[src/rtl/alu_pkg.sv]
// alu_pkg: shared op codes, default widths and the CDB result-entry type for the ALU execution unit.
package alu_pkg;
  localparam int XLEN_DEF = 32;
  localparam int ROB_W_DEF = 4;
  localparam int OP_W_DEF = 6;
  localparam logic [5:0] OP_ADD = 6'd0, OP_SUB = 6'd1, OP_XOR = 6'd2, OP_OR = 6'd3, OP_AND = 6'd4,
    OP_SLL = 6'd5, OP_SRL = 6'd6, OP_SRA = 6'd7, OP_SLT = 6'd8, OP_SLTU = 6'd9,
    OP_ADDI = 6'd10, OP_XORI = 6'd11, OP_ORI = 6'd12, OP_ANDI = 6'd13, OP_SLLI = 6'd14,
    OP_SRLI = 6'd15, OP_SRAI = 6'd16, OP_SLTI = 6'd17, OP_SLTIU = 6'd18, OP_LUI = 6'd19,
    OP_AUIPC = 6'd20, OP_BEQ = 6'd21, OP_BNE = 6'd22, OP_BLT = 6'd23, OP_BGE = 6'd24,
    OP_BLTU = 6'd25, OP_BGEU = 6'd26, OP_JAL = 6'd27, OP_JALR = 6'd28,
    OP_MUL = 6'd29, OP_MULH = 6'd30, OP_MULHSU = 6'd31, OP_MULHU = 6'd32;
  typedef struct packed {
    logic [ROB_W_DEF-1:0] rob;
    logic [XLEN_DEF-1:0]  value;
    logic                 is_br;
    logic                 taken;
    logic [XLEN_DEF-1:0]  target;
  } alu_entry_t;
endpackage

[src/rtl/alu_cdb_unit_queue.sv]
// alu_result_queue: synchronous FIFO of result entries; flush empties it, rdy low freezes it.
module alu_result_queue import alu_pkg::*; #(
  parameter type T = alu_entry_t,
  parameter int DEPTH = 2
) (
  input  logic                     clk,
  input  logic                     rst,
  input  logic                     rdy,
  input  logic                     flush,
  input  logic                     push,
  input  logic                     pop,
  input  T                         din,
  output T                         dout,
  output logic                     full,
  output logic                     empty,
  output logic [$clog2(DEPTH):0]   count
);
  localparam int PW = $clog2(DEPTH);
  localparam int CW = PW + 1;
  T mem_q [DEPTH];
  T mem_d [DEPTH];
  logic [PW-1:0] wr_q, wr_d, rd_q, rd_d;
  logic [CW-1:0] cnt_q, cnt_d;
  assign count = cnt_q;
  assign full = cnt_q == CW'(DEPTH);
  assign empty = cnt_q == '0;
  assign dout = empty ? '0 : mem_q[rd_q];
  always_comb begin
    mem_d = mem_q;
    wr_d = wr_q;
    rd_d = rd_q;
    cnt_d = cnt_q;
    if (flush) begin
      wr_d = '0;
      rd_d = '0;
      cnt_d = '0;
    end else if (rdy) begin
      if (push) mem_d[wr_q] = din;
      wr_d = push ? wr_q + PW'(1) : wr_q;
      rd_d = pop ? rd_q + PW'(1) : rd_q;
      cnt_d = cnt_q + CW'(push) - CW'(pop);
    end
  end
  always_ff @(posedge clk) begin
    if (rst) begin
      mem_q <= '{default: '0};
      wr_q <= '0;
      rd_q <= '0;
      cnt_q <= '0;
    end else begin
      mem_q <= mem_d;
      wr_q <= wr_d;
      rd_q <= rd_d;
      cnt_q <= cnt_d;
    end
  end
endmodule

[src/rtl/alu_cdb_unit.sv]
// alu_cdb_unit: integer/branch/jump execution unit buffering results for the CDB; ALU_MUL_EN adds a 2-stage multiplier.
module alu_cdb_unit import alu_pkg::*; #(
  parameter int XLEN = XLEN_DEF,
  parameter int ROB_W = ROB_W_DEF,
  parameter int OP_W = OP_W_DEF,
  parameter int QDEPTH = 2
) (
  input  logic             clk,
  input  logic             rst,
  input  logic             rdy,
  input  logic             flush,
  input  logic             in_valid,
  output logic             in_ready,
  input  logic [ROB_W-1:0] in_rob,
  input  logic [XLEN-1:0]  in_pc,
  input  logic [XLEN-1:0]  in_imm,
  input  logic [XLEN-1:0]  in_rs1,
  input  logic [XLEN-1:0]  in_rs2,
  input  logic [OP_W-1:0]  in_op,
  output logic             cdb_valid,
  input  logic             cdb_grant,
  output logic [ROB_W-1:0] cdb_rob,
  output logic [XLEN-1:0]  cdb_value,
  output logic             cdb_is_br,
  output logic             cdb_taken,
  output logic [XLEN-1:0]  cdb_target
);
  localparam int SH = $clog2(XLEN);
  typedef struct packed {
    logic [ROB_W-1:0] rob;
    logic [XLEN-1:0]  value;
    logic             is_br;
    logic             taken;
    logic [XLEN-1:0]  target;
  } entry_t;
  entry_t alu_e, mul_e, push_e, head_e;
  logic full, empty, accept, pop, q_push, is_mul, mul_busy, mul_push, br_cond;
  logic [$clog2(QDEPTH):0] count;
  logic [XLEN-1:0] pc_imm;
  logic [SH-1:0] sh_r, sh_i;
  assign in_ready = rdy && !rst && !mul_busy && (int'(count) < QDEPTH);
  assign accept = in_valid && in_ready && !flush;
  assign pop = !empty && cdb_grant && rdy;
  assign q_push = ((accept && !is_mul) || mul_push) && !full;
  assign push_e = mul_push ? mul_e : alu_e;
  assign pc_imm = in_pc + in_imm;
  assign sh_r = in_rs2[SH-1:0];
  assign sh_i = in_imm[SH-1:0];
  assign br_cond = in_op == OP_BEQ ? in_rs1 == in_rs2 :
                   in_op == OP_BNE ? in_rs1 != in_rs2 :
                   in_op == OP_BLT ? $signed(in_rs1) < $signed(in_rs2) :
                   in_op == OP_BGE ? $signed(in_rs1) >= $signed(in_rs2) :
                   in_op == OP_BLTU ? in_rs1 < in_rs2 : in_rs1 >= in_rs2;
  always_comb begin
    alu_e = '0;
    alu_e.rob = in_rob;
    case (in_op)
      OP_ADD:   alu_e.value = in_rs1 + in_rs2;
      OP_SUB:   alu_e.value = in_rs1 - in_rs2;
      OP_XOR:   alu_e.value = in_rs1 ^ in_rs2;
      OP_OR:    alu_e.value = in_rs1 | in_rs2;
      OP_AND:   alu_e.value = in_rs1 & in_rs2;
      OP_SLL:   alu_e.value = in_rs1 << sh_r;
      OP_SRL:   alu_e.value = in_rs1 >> sh_r;
      OP_SRA:   alu_e.value = $signed(in_rs1) >>> sh_r;
      OP_SLT:   alu_e.value = XLEN'($signed(in_rs1) < $signed(in_rs2));
      OP_SLTU:  alu_e.value = XLEN'(in_rs1 < in_rs2);
      OP_ADDI:  alu_e.value = in_rs1 + in_imm;
      OP_XORI:  alu_e.value = in_rs1 ^ in_imm;
      OP_ORI:   alu_e.value = in_rs1 | in_imm;
      OP_ANDI:  alu_e.value = in_rs1 & in_imm;
      OP_SLLI:  alu_e.value = in_rs1 << sh_i;
      OP_SRLI:  alu_e.value = in_rs1 >> sh_i;
      OP_SRAI:  alu_e.value = $signed(in_rs1) >>> sh_i;
      OP_SLTI:  alu_e.value = XLEN'($signed(in_rs1) < $signed(in_imm));
      OP_SLTIU: alu_e.value = XLEN'(in_rs1 < in_imm);
      OP_LUI:   alu_e.value = in_imm;
      OP_AUIPC: alu_e.value = pc_imm;
      OP_BEQ, OP_BNE, OP_BLT, OP_BGE, OP_BLTU, OP_BGEU: begin
        alu_e.is_br = 1'b1;
        alu_e.taken = br_cond;
        alu_e.target = pc_imm;
      end
      OP_JAL: begin
        alu_e.value = in_pc + XLEN'(4);
        alu_e.taken = 1'b1;
        alu_e.target = pc_imm;
      end
      OP_JALR: begin
        alu_e.value = in_pc + XLEN'(4);
        alu_e.taken = 1'b1;
        alu_e.target = (in_rs1 + in_imm) & ~XLEN'(1);
      end
      default: ;
    endcase
  end
`ifdef ALU_MUL_EN
  logic s1_v_q, s1_v_d, s2_v_q, s2_v_d, hi_q, hi_d;
  logic [ROB_W-1:0] r1_q, r1_d, r2_q, r2_d;
  logic [2*XLEN-1:0] a_q, a_d, b_q, b_d, prod;
  logic [XLEN-1:0] p_q, p_d;
  assign is_mul = in_op == OP_MUL || in_op == OP_MULH || in_op == OP_MULHSU || in_op == OP_MULHU;
  assign mul_busy = s1_v_q || s2_v_q;
  assign mul_push = s2_v_q && rdy && !flush;
  assign mul_e = {r2_q, p_q, 1'b0, 1'b0, XLEN'(0)};
  // Operands are sign- or zero-extended to 2*XLEN so one unsigned multiply serves every variant.
  assign prod = a_q * b_q;
  always_comb begin
    s1_v_d = s1_v_q;
    s2_v_d = s2_v_q;
    hi_d = hi_q;
    r1_d = r1_q;
    r2_d = r2_q;
    a_d = a_q;
    b_d = b_q;
    p_d = p_q;
    if (flush) begin
      s1_v_d = 1'b0;
      s2_v_d = 1'b0;
    end else if (rdy) begin
      s2_v_d = s1_v_q;
      r2_d = r1_q;
      p_d = hi_q ? prod[2*XLEN-1:XLEN] : prod[XLEN-1:0];
      s1_v_d = accept && is_mul;
      r1_d = in_rob;
      hi_d = in_op != OP_MUL;
      a_d = {{XLEN{in_rs1[XLEN-1] && in_op != OP_MULHU}}, in_rs1};
      b_d = {{XLEN{in_rs2[XLEN-1] && (in_op == OP_MULH || in_op == OP_MUL)}}, in_rs2};
    end
  end
  always_ff @(posedge clk) begin
    if (rst) begin
      s1_v_q <= 1'b0;
      s2_v_q <= 1'b0;
      hi_q <= 1'b0;
      r1_q <= '0;
      r2_q <= '0;
      a_q <= '0;
      b_q <= '0;
      p_q <= '0;
    end else begin
      s1_v_q <= s1_v_d;
      s2_v_q <= s2_v_d;
      hi_q <= hi_d;
      r1_q <= r1_d;
      r2_q <= r2_d;
      a_q <= a_d;
      b_q <= b_d;
      p_q <= p_d;
    end
  end
`else
  assign is_mul = 1'b0;
  assign mul_busy = 1'b0;
  assign mul_push = 1'b0;
  assign mul_e = '0;
`endif
  alu_result_queue #(.T(entry_t), .DEPTH(QDEPTH)) u_queue (
    .clk(clk), .rst(rst), .rdy(rdy), .flush(flush), .push(q_push), .pop(pop),
    .din(push_e), .dout(head_e), .full(full), .empty(empty), .count(count)
  );
  assign cdb_valid = !empty;
  assign cdb_rob = head_e.rob;
  assign cdb_value = head_e.value;
  assign cdb_is_br = head_e.is_br;
  assign cdb_taken = head_e.taken;
  assign cdb_target = head_e.target;
endmodule
[config.mk]
export PLATFORM = sky130hd
export DESIGN_NAME = alu_cdb_unit
export DESIGN_NICKNAME = d
export VERILOG_FILES = /design/src/rtl/alu_pkg.sv /design/src/rtl/alu_cdb_unit_queue.sv /design/src/rtl/alu_cdb_unit.sv
export SDC_FILE = /design/constraint.sdc
export NUM_CORES = 1
export LEC_CHECK = 0
export ABC_AREA = 0
export CORE_MARGIN = 10
export CORE_UTILIZATION = 30
export DETAILED_ROUTE_END_ITERATION = 7
export PLACE_DENSITY_LB_ADDON = 0.1
export RECOVER_POWER = 25
export SLEW_MARGIN = 20
export SYNTH_ARGS = -nofsm -noshare
export SYNTH_HDL_FRONTEND = slang
export SYNTH_HIERARCHICAL = 1
export SYNTH_SLANG_ARGS = --single-unit
[constraint.sdc]
create_clock -name clk -period 6.35 [get_ports clk]
set_clock_uncertainty 0.1 [all_clocks]
set_input_delay 1.27 -clock clk [delete_from_list [all_inputs] [get_ports clk]]
set_output_delay 1.27 -clock clk [all_outputs]
set_load 0.02 [all_outputs]
==> flow_summary_export.csv <==
group,metric,value,unit
outcome,outcome,"complete, but fails checks",
outcome,violations,"capacitance limit, slew limit",
cts,cts_tree,"done",
cts,hold_buffers,0,
global_routing,first_global_vias,26962,
routing,drt_iter0_drc,3053,
timing,worst_slew_pin_slew,2.21,ns
placement,placed_cells,4639,
die,die_w,303,um
die,fp.dieH,303,um
placement,dp_slack,0.235,ns
logic_synthesis,synth_common_cells,"nand2_1, mux2i_1, nor2_1, a21oi_1, ha_1",
cts,cts_buffer_depth,2,
logic_synthesis,synth_cells,3389,
timing,finalHoldViolations,0,
finish,fin_cells,4673,
die,fp.coreArea,79100,um2
global_routing,antenna_found_initial,8,
global_routing,grt_overflow,0,
logic_synthesis,async_flop_share,0,%
cts,clkLatencyLatePin,0.45,ns
logic_synthesis,synth_edf_count,0,
setup_path,cp-start-kind,"primary input",
finish,drive_above_1_share,12.8,%
min_path,min_from,"u_queue/mem_q[64]$_SDFFE_PP0P_",
routing,first_pass_iters,6,
setup_path,cp.arrival,6.14,ns
routing,drc,0,
power_and_ir_drop,vdd_drop_max,0.166,mV
global_routing,grt_pass1_wl,199000,um
finish,syn_to_final_growth,20.0,%
timing,maxSlewViolCount,79,
min_path,hold_end,"u_queue/mem_q[64]$_SDFFE_PP0P_",
setup_path,r2r_end,"u_queue/mem_q[127]$_SDFFE_PP0P_",
cts,root_buffer,"clkbuf_16",
cts,cts_buffers,17,
timing,period_share,92.3,%
setup_path,reg2reg_slack,2.17,ns
placement,portBuffers,215,
placement,gp_congestion,1.10,
logic_synthesis,yosys_warnings,6,
timing,grt_setup_unrepaired,"false",
global_routing,grt_max_degree,93,
min_path,hold_class,"reg2reg",
timing,max_freq,171,MHz
timing,maxSlewHeadroom,-47.6,%
setup_path,rr_worst_depth,6,
die,die_area,91600,um2
power_and_ir_drop,power.density,138,nW/um2
logic_synthesis,yosys-top-cells-area,"mux2i_1, dfxtp_1, nand2_1, ha_1, a21oi_1",
setup_path,critPathRequiredTime,6.63,ns
cts,post_cts_buffers,0,
logic_synthesis,syn_nets,3697,
finish,nFillCells,8651,
min_path,holdPathStages,2,
routing,avgViaCountPerCell,6.01,
routing,dr_total_vias,28105,
job,maxCapViolCount,2,
cts,htreeDepth,4,
logic_synthesis,yosysTopAreaCellShare,12.5,%
cts,clk_pin_slew,0.06,ns
setup_path,cp_max_fo,6,
routing,wire_per_inst,30.3,um
logic_synthesis,syn_area,24000,um2
timing,setup_viol_count_final,0,
logic_synthesis,seq_area_frac_synth,12.0,%
setup_path,reg2reg_from,"u_queue/count[1]$_SDFFE_PP0P_",
logic_synthesis,avgSynthCellArea,7.07,um2
global_routing,track_usage,29.7,%
cts,cts_resized,0,
timing,period_minus_slack,5.86,ns
logic_synthesis,synth_most_common_cell,"nand2_1",
setup_path,crit_type,"in2reg",
routing,drtAntennaViolNets,0,
timing,setup_slack,0.486,ns
timing,finalSetupTns,0,ns
logic_synthesis,synth_seq_cells,144,
placement,hpwl,115000,um
cts,clock_sinks,144,
logic_synthesis,synth.largest_area_cell,"mux2i_1",
finish,fin_util,36.3,%
finish,layout.nets,3916,
logic_synthesis,ys.flop_type,"dfxtp_1",
routing,wirelength,142000,um
power_and_ir_drop,leakage,11.5,nW
setup_path,end_kind,"register",
logic_synthesis,ys_types,103,
die,pin_count,216,
die,start_util,30.3,%
die,rows,103,
## worst max-delay path by stage
| stage | end | depth (start not counted) | from |
|---|---|---|---|
| 5_1_grt | u_queue/mem_q[116]$_SDFFE_PP0P_ | 7 | rdy |
| 3_3_place_gp | u_queue/mem_q[99]$_SDFFE_PP0P_ | 17 | in_imm[4] |
| 6_report | u_queue/mem_q[101]$_SDFFE_PP0P_ | 18 | in_imm[4] |
| 2_1_floorplan | u_queue/mem_q[99]$_SDFFE_PP0P_ | 15 | in_imm[1] |
| 4_1_cts | u_queue/mem_q[99]$_SDFFE_PP0P_ | 17 | in_imm[4] |
| 3_5_place_dp | u_queue/mem_q[99]$_SDFFE_PP0P_ | 17 | in_imm[4] |
## through the flow
| stage | hold WS (ns) | cell area [um2] | power (mW) |
|---|---|---|---|
| 2_1_floorplan | 0.336 | 24000 | 2.06 |
| 3_3_place_gp | 0.343 | 28200 | 2.92 |
| 3_5_place_dp | 0.346 | 28200 | 2.90 |
| 4_1_cts | 0.355 | 28800 | 3.93 |
| 5_1_grt | 0.370 | 28800 | 4.13 |
| 6_report | 0.353 | 28800 | 3.97 |
## layout make-up
cell class | count | area (um2) | area share [%]
Clock buffer | 20 | 468 | 1.63
Timing Repair Buffer | 460 | 4110 | 14.3
Clock inverter | 12 | 119 | 0.413
Inverter | 145 | 544 | 1.89
Multi-Input combinational cell | 2840 | 19300 | 67.1
Tap cell | 1050 | 1310 | 4.57
Antenna cell | 2 | 5.00 | 0.0174
Sequential cell | 144 | 2890 | 10.0
## kinds of logic after synthesis
group,share of synthesized area [%]
mux,15.7
simple gates,22.9
flops,12.0
xor+xnor,4.94
buf+inv,7.82
fa+ha+maj,8.69
compound gates,27.9
## flip-flops by register name (all words and copies together) (netlist names)
register and cells:
u_queue/rd_q 1, u_queue/wr_q 1, u_queue/mem_q 140, u_queue/count 2
## critical path: stages
cell and delay [ns]:
clkdlybuf4s50_1 0.73, inv_1 0.25, ha_1 0.44, nand2b_1 0.08, a211oi_1 0.26, a2111oi_1 0.10
buf_4 0.19, a311oi_1 0.84, a21oi_1 0.16, buf_4 0.21, a221o_1 0.35, buf_4 0.16
a311oi_1 0.37, o21bai_1 0.12, xor2_1 0.16, o22ai_1 0.17, nand2_1 0.09, a21oi_2 0.18
## per-layer routing
layer	routed length, um	global-route usage (%)
met4	8610	15.9
met3	12900	6.88
met5	55	0
met1	60800	39.0
met2	59200	44.5
## power by group
| group | internal [mW] | leakage (nW) | switching [mW] |
|---|---|---|---|
| Combinational | 0.720 | 10.1 | 1.33 |
| Sequential | 0.904 | 1.16 | 0.000995 |
| Clock | 0.579 | 0.280 | 0.436 |
| Total | 2.20 | 11.5 | 1.77 |
## cells in the final DEF (no fill, tap or decap), types with 28 or more instances in the layout
cell type | synthesis | routed
ha_1 | 160 | 160
buf_4 | 12 | 233
a21oi_1 | 274 | 276
xnor2_1 | 94 | 94
inv_1 | 145 | 145
clkdlybuf4s50_1 | 0 | 173
a211oi_1 | 35 | 34
o21ai_0 | 133 | 132
dlygate4sd3_1 | 0 | 41
a21o_1 | 55 | 55
nand4_1 | 32 | 32
mux2i_1 | 300 | 298
xor2_1 | 41 | 41
o21bai_1 | 30 | 30
o211ai_1 | 40 | 40
nor3_1 | 51 | 49
dfxtp_1 | 144 | 143
nand2_1 | 555 | 554
a221oi_1 | 28 | 28
a21oi_2 | 81 | 79
nand3_1 | 91 | 91
nor2_1 | 276 | 274
nand2b_1 | 35 | 35
o22ai_1 | 72 | 71
nor2b_1 | 31 | 31
Power figures use the tool's default switching activity.
